<file path="src/rtl/alu_pkg.sv">
// Shared definitions for the ALU command front-end: opcodes, flag bit
// positions, command word layout and the issue FSM state type.
package alu_pkg;

    localparam logic [2:0] OP_ADD = 3'b000;
    localparam logic [2:0] OP_SUB = 3'b001;
    localparam logic [2:0] OP_AND = 3'b010;
    localparam logic [2:0] OP_OR  = 3'b011;
    localparam logic [2:0] OP_XOR = 3'b100;

    // Bit positions inside the 3-bit response flag vector {carry, zero, overflow}.
    localparam int FLAG_C = 2;
    localparam int FLAG_Z = 1;
    localparam int FLAG_V = 0;

    // Command word stored in the FIFO: {op[10:8], a[7:4], b[3:0]}.
    localparam int CMD_W = 11;

    typedef enum logic [1:0] {
        IDLE = 2'd0,
        EXEC = 2'd1,
        RESP = 2'd2
    } state_t;

    // Opcodes above XOR have no ALU function and must never reach the response path.
    function automatic logic is_legal_op(input logic [2:0] op);
        return (op <= OP_XOR);
    endfunction

endpackage

</file>
<file path="src/rtl/alu_cmd_fifo.sv">
// Command FIFO: DEPTH x CMD_W storage, wrapping pointers, registered
// full/empty/count. A push is dropped when full even if a pop happens in the
// same cycle, so the full flag alone decides acceptance.
module alu_cmd_fifo
    import alu_pkg::*;
#(
    parameter int DEPTH = 4
) (
    input  logic                       clk,
    input  logic                       rst,
    input  logic                       push,
    input  logic [CMD_W-1:0]           push_data,
    input  logic                       pop,
    output logic [CMD_W-1:0]           head,
    output logic                       full,
    output logic                       empty,
    output logic [$clog2(DEPTH):0]     count
);

    localparam int AW = $clog2(DEPTH);
    localparam logic [AW:0]   CNT_ONE  = (AW+1)'(1);
    localparam logic [AW:0]   CNT_FULL = (AW+1)'(DEPTH);
    localparam logic [AW-1:0] PTR_ONE  = AW'(1);

    logic [CMD_W-1:0] mem [DEPTH];
    logic [AW-1:0]    wr_ptr;
    logic [AW-1:0]    rd_ptr;
    logic [AW:0]      count_nxt;
    logic             do_push;
    logic             do_pop;

    assign do_push = push && !full;
    assign do_pop  = pop && !empty;
    assign head    = mem[rd_ptr];

    // Occupancy after this edge; full/empty are registered from it.
    always_comb begin
        count_nxt = count;
        case ({do_push, do_pop})
            2'b10:   count_nxt = count + CNT_ONE;
            2'b01:   count_nxt = count - CNT_ONE;
            default: count_nxt = count;
        endcase
    end

    // Pointers and status flags.
    always_ff @(posedge clk or posedge rst) begin
        if (rst) begin
            wr_ptr <= '0;
            rd_ptr <= '0;
            count  <= '0;
            full   <= 1'b0;
            empty  <= 1'b1;
        end else begin
            if (do_push) wr_ptr <= wr_ptr + PTR_ONE;
            if (do_pop)  rd_ptr <= rd_ptr + PTR_ONE;
            count <= count_nxt;
            full  <= (count_nxt == CNT_FULL);
            empty <= (count_nxt == '0);
        end
    end

    // Storage needs no reset; entries are only read while marked occupied.
    always_ff @(posedge clk) begin
        if (do_push) mem[wr_ptr] <= push_data;
    end

endmodule

</file>
<file path="src/rtl/alu_cmd_issue.sv">
// Command front-end for the combinational 4-bit ALU: buffers commands,
// issues one at a time through registered operands, and holds the result
// in a response register until the consumer takes it.
//
// state | meaning
// IDLE  | nothing in flight; pops the FIFO head as soon as one is present
// EXEC  | operands applied to the ALU; result captured at the next edge
// RESP  | response held on RSP_*; on RSP_READY issue the next command or go idle
module alu_cmd_issue
    import alu_pkg::*;
#(
    parameter int DEPTH = 4
) (
    input  logic                       clk,
    input  logic                       rst,
    input  logic                       CMD_VALID,
    output logic                       CMD_READY,
    input  logic [3:0]                 CMD_A,
    input  logic [3:0]                 CMD_B,
    input  logic [2:0]                 CMD_OP,
    output logic [$clog2(DEPTH):0]     CMD_COUNT,
    output logic [3:0]                 ALU_A,
    output logic [3:0]                 ALU_B,
    output logic [2:0]                 ALU_CTRL,
    input  logic [3:0]                 ALU_RESULT,
    input  logic                       ALU_CARRY,
    input  logic                       ALU_ZERO,
    input  logic                       ALU_OVF,
    output logic                       RSP_VALID,
    input  logic                       RSP_READY,
    output logic [3:0]                 RSP_RESULT,
    output logic [2:0]                 RSP_FLAGS,
    output logic                       RSP_ERR
);

    state_t           state;
    state_t           state_nxt;
    logic             fifo_pop;
    logic             fifo_full;
    logic             fifo_empty;
    logic [CMD_W-1:0] fifo_head;

    alu_cmd_fifo #(.DEPTH(DEPTH)) u_fifo (
        .clk       (clk),
        .rst       (rst),
        .push      (CMD_VALID),
        .push_data ({CMD_OP, CMD_A, CMD_B}),
        .pop       (fifo_pop),
        .head      (fifo_head),
        .full      (fifo_full),
        .empty     (fifo_empty),
        .count     (CMD_COUNT)
    );

    assign CMD_READY = !fifo_full;
    assign RSP_VALID = (state == RESP);

    // State register.
    always_ff @(posedge clk or posedge rst) begin
        if (rst) state <= IDLE;
        else     state <= state_nxt;
    end

    // Next state and FIFO pop; a pop always coincides with entering EXEC.
    always_comb begin
        state_nxt = state;
        fifo_pop  = 1'b0;
        case (state)
            IDLE: begin
                if (!fifo_empty) begin
                    fifo_pop  = 1'b1;
                    state_nxt = EXEC;
                end
            end
            EXEC: state_nxt = RESP;
            RESP: begin
                if (RSP_READY) begin
                    if (!fifo_empty) begin
                        fifo_pop  = 1'b1;
                        state_nxt = EXEC;
                    end else begin
                        state_nxt = IDLE;
                    end
                end
            end
            default: state_nxt = IDLE;
        endcase
    end

    // Operand registers; they keep the last issued command while idle.
    always_ff @(posedge clk or posedge rst) begin
        if (rst) begin
            ALU_A    <= '0;
            ALU_B    <= '0;
            ALU_CTRL <= '0;
        end else if (fifo_pop) begin
            ALU_CTRL <= fifo_head[10:8];
            ALU_A    <= fifo_head[7:4];
            ALU_B    <= fifo_head[3:0];
        end
    end

    // Response capture; illegal opcodes never sample the (possibly X) ALU outputs.
    always_ff @(posedge clk or posedge rst) begin
        if (rst) begin
            RSP_RESULT <= '0;
            RSP_FLAGS  <= '0;
            RSP_ERR    <= 1'b0;
        end else if (state == EXEC) begin
            if (is_legal_op(ALU_CTRL)) begin
                RSP_RESULT        <= ALU_RESULT;
                RSP_FLAGS[FLAG_C] <= ALU_CARRY;
                RSP_FLAGS[FLAG_Z] <= ALU_ZERO;
                RSP_FLAGS[FLAG_V] <= ALU_OVF;
                RSP_ERR           <= 1'b0;
            end else begin
                RSP_RESULT <= '0;
                RSP_FLAGS  <= '0;
                RSP_ERR    <= 1'b1;
            end
        end
    end

endmodule
</file>
<file path="config.mk">
export PLATFORM = sky130hd
export DESIGN_NAME = alu_cmd_issue
export DESIGN_NICKNAME = d
export VERILOG_FILES = /design/src/rtl/alu_pkg.sv /design/src/rtl/alu_cmd_fifo.sv /design/src/rtl/alu_cmd_issue.sv
export SDC_FILE = /design/constraint.sdc
export NUM_CORES = 1
export LEC_CHECK = 0
export BUFFER_PORTS_ARGS = -buffer_cell sky130_fd_sc_hd__buf_2
export CORE_ASPECT_RATIO = 0.7
export CORE_MARGIN = 1.5
export CORE_UTILIZATION = 50
export CTS_CLUSTER_SIZE = 30
export DETAILED_ROUTE_END_ITERATION = 8
export PLACE_DENSITY = 0.74
export SYNTH_ARGS = -nofsm -noshare
export SYNTH_HDL_FRONTEND = slang
export SYNTH_HIERARCHICAL = 1
export SYNTH_SLANG_ARGS = --single-unit
</file>
<file path="constraint.sdc">
create_clock -name clk -period 2.6 [get_ports clk]
set_clock_uncertainty 0.05 [all_clocks]
set_input_delay 0.26 -clock clk [delete_from_list [all_inputs] [get_ports clk]]
set_output_delay 0.26 -clock clk [all_outputs]
set_load 0.01 [all_outputs]
</file>
==> results.json <==
{
  "synth_area_mm2": 0.002952,
  "grt_pass1_vias": 1507,
  "r2r-start": "state[1]",
  "crit_path_top_delay_cell": "fa_1",
  "end_kind": "register",
  "vias_per_cell": 5.144,
  "clk_latency_ps": 340,
  "die_w_um": 94.83,
  "async_reset_ff_share_pct": 40.54,
  "layout_common_cells": "buf_2, edfxtp_1, dfrtp_1, clkbuf_8",
  "stdcell_count": 292,
  "synthCells": 157,
  "yosysWarnings": 6,
  "synth_top_area_cell": "edfxtp_1",
  "min_to": "u_fifo/mem[0][3]",
  "outcome": "completed",
  "rrSetupSlack_ps": 200,
  "grt_overflow": 0,
  "drt_first_pass_iters": 4,
  "synthToLayoutAreaGrowth_pct": 17.76,
  "root_buffer": "clkbuf_8",
  "reg2regPathDepth": 9,
  "antenna_cells": 0,
  "layout.nets": 240,
  "crit_fanout": 3,
  "cts_sinks": 74,
  "synthTopCellsByArea": "edfxtp_1, dfrtp_1, mux4_2",
  "finalSetupViolCount": 0,
  "grt_util_met2_pct": 26.88,
  "fin_crit_sh_pct": 92.43,
  "core_mm2": 0.005698,
  "grt_pass1_wl_mm": 7.286,
  "r2r-end": "u_fifo/empty",
  "finalPower_mw": 4.221,
  "syn-num-nets": 185,
  "cpPeakStageDelay_ps": 400,
  "cts_setup_buffers": 0,
  "io_buffer_count": 45,
  "grt_max_degree": 22,
  "clockBufferDepth": 2,
  "htreeDepth": 3,
  "gp_congestion": 0.7332,
  "cts_tree": "done",
  "maxCapViolations": 0,
  "timing.final.crit_period_ps": 2403,
  "max-vdd-ir-drop_uv": 625.0,
  "wl_mm": 4.677,
  "die_area_mm2": 0.006380,
  "worst_pin_slew_ps": 795.0,
  "drcViolationCount": 0,
  "path_cells": "nand2b_1, nor3b_4, nor2b_2, ha_1, inv_1, fa_1, xor2_1, or3_1, o211a_1",
  "grt_util_met1_pct": 20.37,
  "pwr_density_cell_mw_per_mm2": 1214,
  "busiest_layer": "met2",
  "vias": 1502,
  "clk_pin_slew_ps": 80,
  "criticalPathCategory": "reg -> reg",
  "arrival_ps": 2620,
  "hold_viol_final": 0,
  "fin_tns_setup_ps": 0,
  "layout_commonest_cell": "buf_2",
  "dieHeight_um": 67.28,
  "cts_buffers": 9,
  "synth_seq_cells": 74,
  "track_usage_pct": 16.54,
  "max_freq_mhz": 416.1,
  "hold_path_depth": 1,
  "hold_class": "in -> reg",
  "grt_antenna_before_repair": 0,
  "synth_edf_count": 44,
  "hpwl_mm": 3.192,
  "dp.cells": 275,
  "use_met3_pct": 5.743,
  "min_from": "CMD_B[3]",
  "layout-drive-gt1-share_pct": 40.09,
  "report.final.slew_viol_count": 0,
  "rows": 23,
  "required_ps": 2820,
  "ys.flop_type": "edfxtp_1",
  "drt_iter0_markers": 50,
  "rsz0062_at_grt": "no",
  "ant_nets": 0,
  "initial_utilization_pct": 51.80,
  "fill_cells": 401,
  "synth.distinct_cells": 30,
  "p_leak_nw": 1.450,
  "wl_per_cell_um": 16.02,
  "maxSlewHeadroom_pct": 46.94,
  "start_kind": "register",
  "pin_count": 46,
  "synth_top_area_share_pct": 44.76,
  "postSynthAreaPerCell_um2": 18.80,
  "ys_seq_area_share_pct": 70.24
}
==> power by group <==
| part | internal [mW] | total (mW) | switching, mW | leakage (nW) |
|---|---|---|---|---|
| Clock | 0.497 | 0.908 | 0.411 | 0.111 |
| Combinational | 0.789 | 1.45 | 0.661 | 0.574 |
| Sequential | 1.63 | 1.86 | 0.238 | 0.766 |
==> kinds of logic (layout without fill, tap and decap cells) <==
group,Yosys count,count (layout),share of synthesized area (%)
muxes,23,23,14.50
AOI/OAI and AO/OA,14,14,3.646
buffers and inverters,14,74,2.670
xor gates and xnor gates,6,6,1.780
adders and majority gates,6,6,2.798
DFF,74,74,70.24
and+or+nand+nor,20,20,4.366
==> metrics by stage <==
step	utilization, %	area [um^2]	worst slack (ps)	hold slack [ps]
3_5_place_dp	57.00	3248	95.22	195.7
3_3_place_gp	57.00	3248	199.7	196.7
6_report	61.00	3476	196.8	81.15
4_1_cts	60.96	3473	78.46	61.59
5_1_grt	61.00	3476	66.99	66.88
2_1_floorplan	-	2952	108.6	37.20
==> metal layers <==
| layer | wire, um | vias to the layer above |
|---|---|---|
| met4 | 71 | 0 |
| li1 | - | 697 |
| met5 | 0 | - |
| met3 | 204 | 8 |
| met2 | 2284 | 31 |
| met1 | 2116 | 766 |
==> cell usage after synthesis, drive strengths merged, types with 2 or more instances <==
library cell  count
nor2b             3
nand2b            2
mux2             12
a22o              8
ha                5
and2              4
mux4             11
buf               4
edfxtp           44
xnor2             4
nand2             5
nor2              2
xor2              2
nor3b             2
o21ai             4
dfrtp            29
inv               9
==> registers in the layout (all words and copies together) (netlist names), 2 cells and up <==
register / count
ALU_A: 4
ALU_B: 4
ALU_CTRL: 3
RSP_FLAGS: 3
RSP_RESULT: 4
state: 2
u_fifo/count: 3
u_fifo/mem: 44
u_fifo/rd_ptr: 2
u_fifo/wr_ptr: 2
==> layout make-up <==
class	instances	area [um^2]	area share (%)
Sequential cell	74	2073	59.65
Tap cell	75	93.84	2.700
Clock buffer	13	191.4	5.508
Inverter	9	33.78	0.9719
Clock inverter	3	23.77	0.6839
Multi-Input combinational cell	69	802.0	23.07
Timing Repair Buffer	49	257.7	7.415
==> worst max-delay path, delay by kind of cell (launching register included) <==
kind	cells	cell delay, ps
adder cells (fa/ha/maj)	2	620
AND/OR/NAND/NOR	4	900
AO/OA/AOI/OAI	1	130
flip-flops	1	390
buffers and inverters	1	60
XOR/XNOR	1	180
==> how the worst max path moves through the flow <==
stage | slack (ps) | start | end | cells after the start
3_5_place_dp | 100 | state[1] | u_fifo/empty | 9
6_report | 200 | state[1] | u_fifo/empty | 9
3_3_place_gp | 200 | state[1] | u_fifo/empty | 9
2_1_floorplan | 110 | state[1] | u_fifo/empty | 10
5_1_grt | 70 | state[1] | u_fifo/empty | 9
4_1_cts | 80 | state[1] | u_fifo/empty | 9
==> timing repair <==
action,4_1_cts,5_1_grt
resized for setup,0,1
endpoints found under the hold margin,8,0
hold buffers,1,0
setup endpoints to repair,0,2
(Power assumes the default switching activity.)
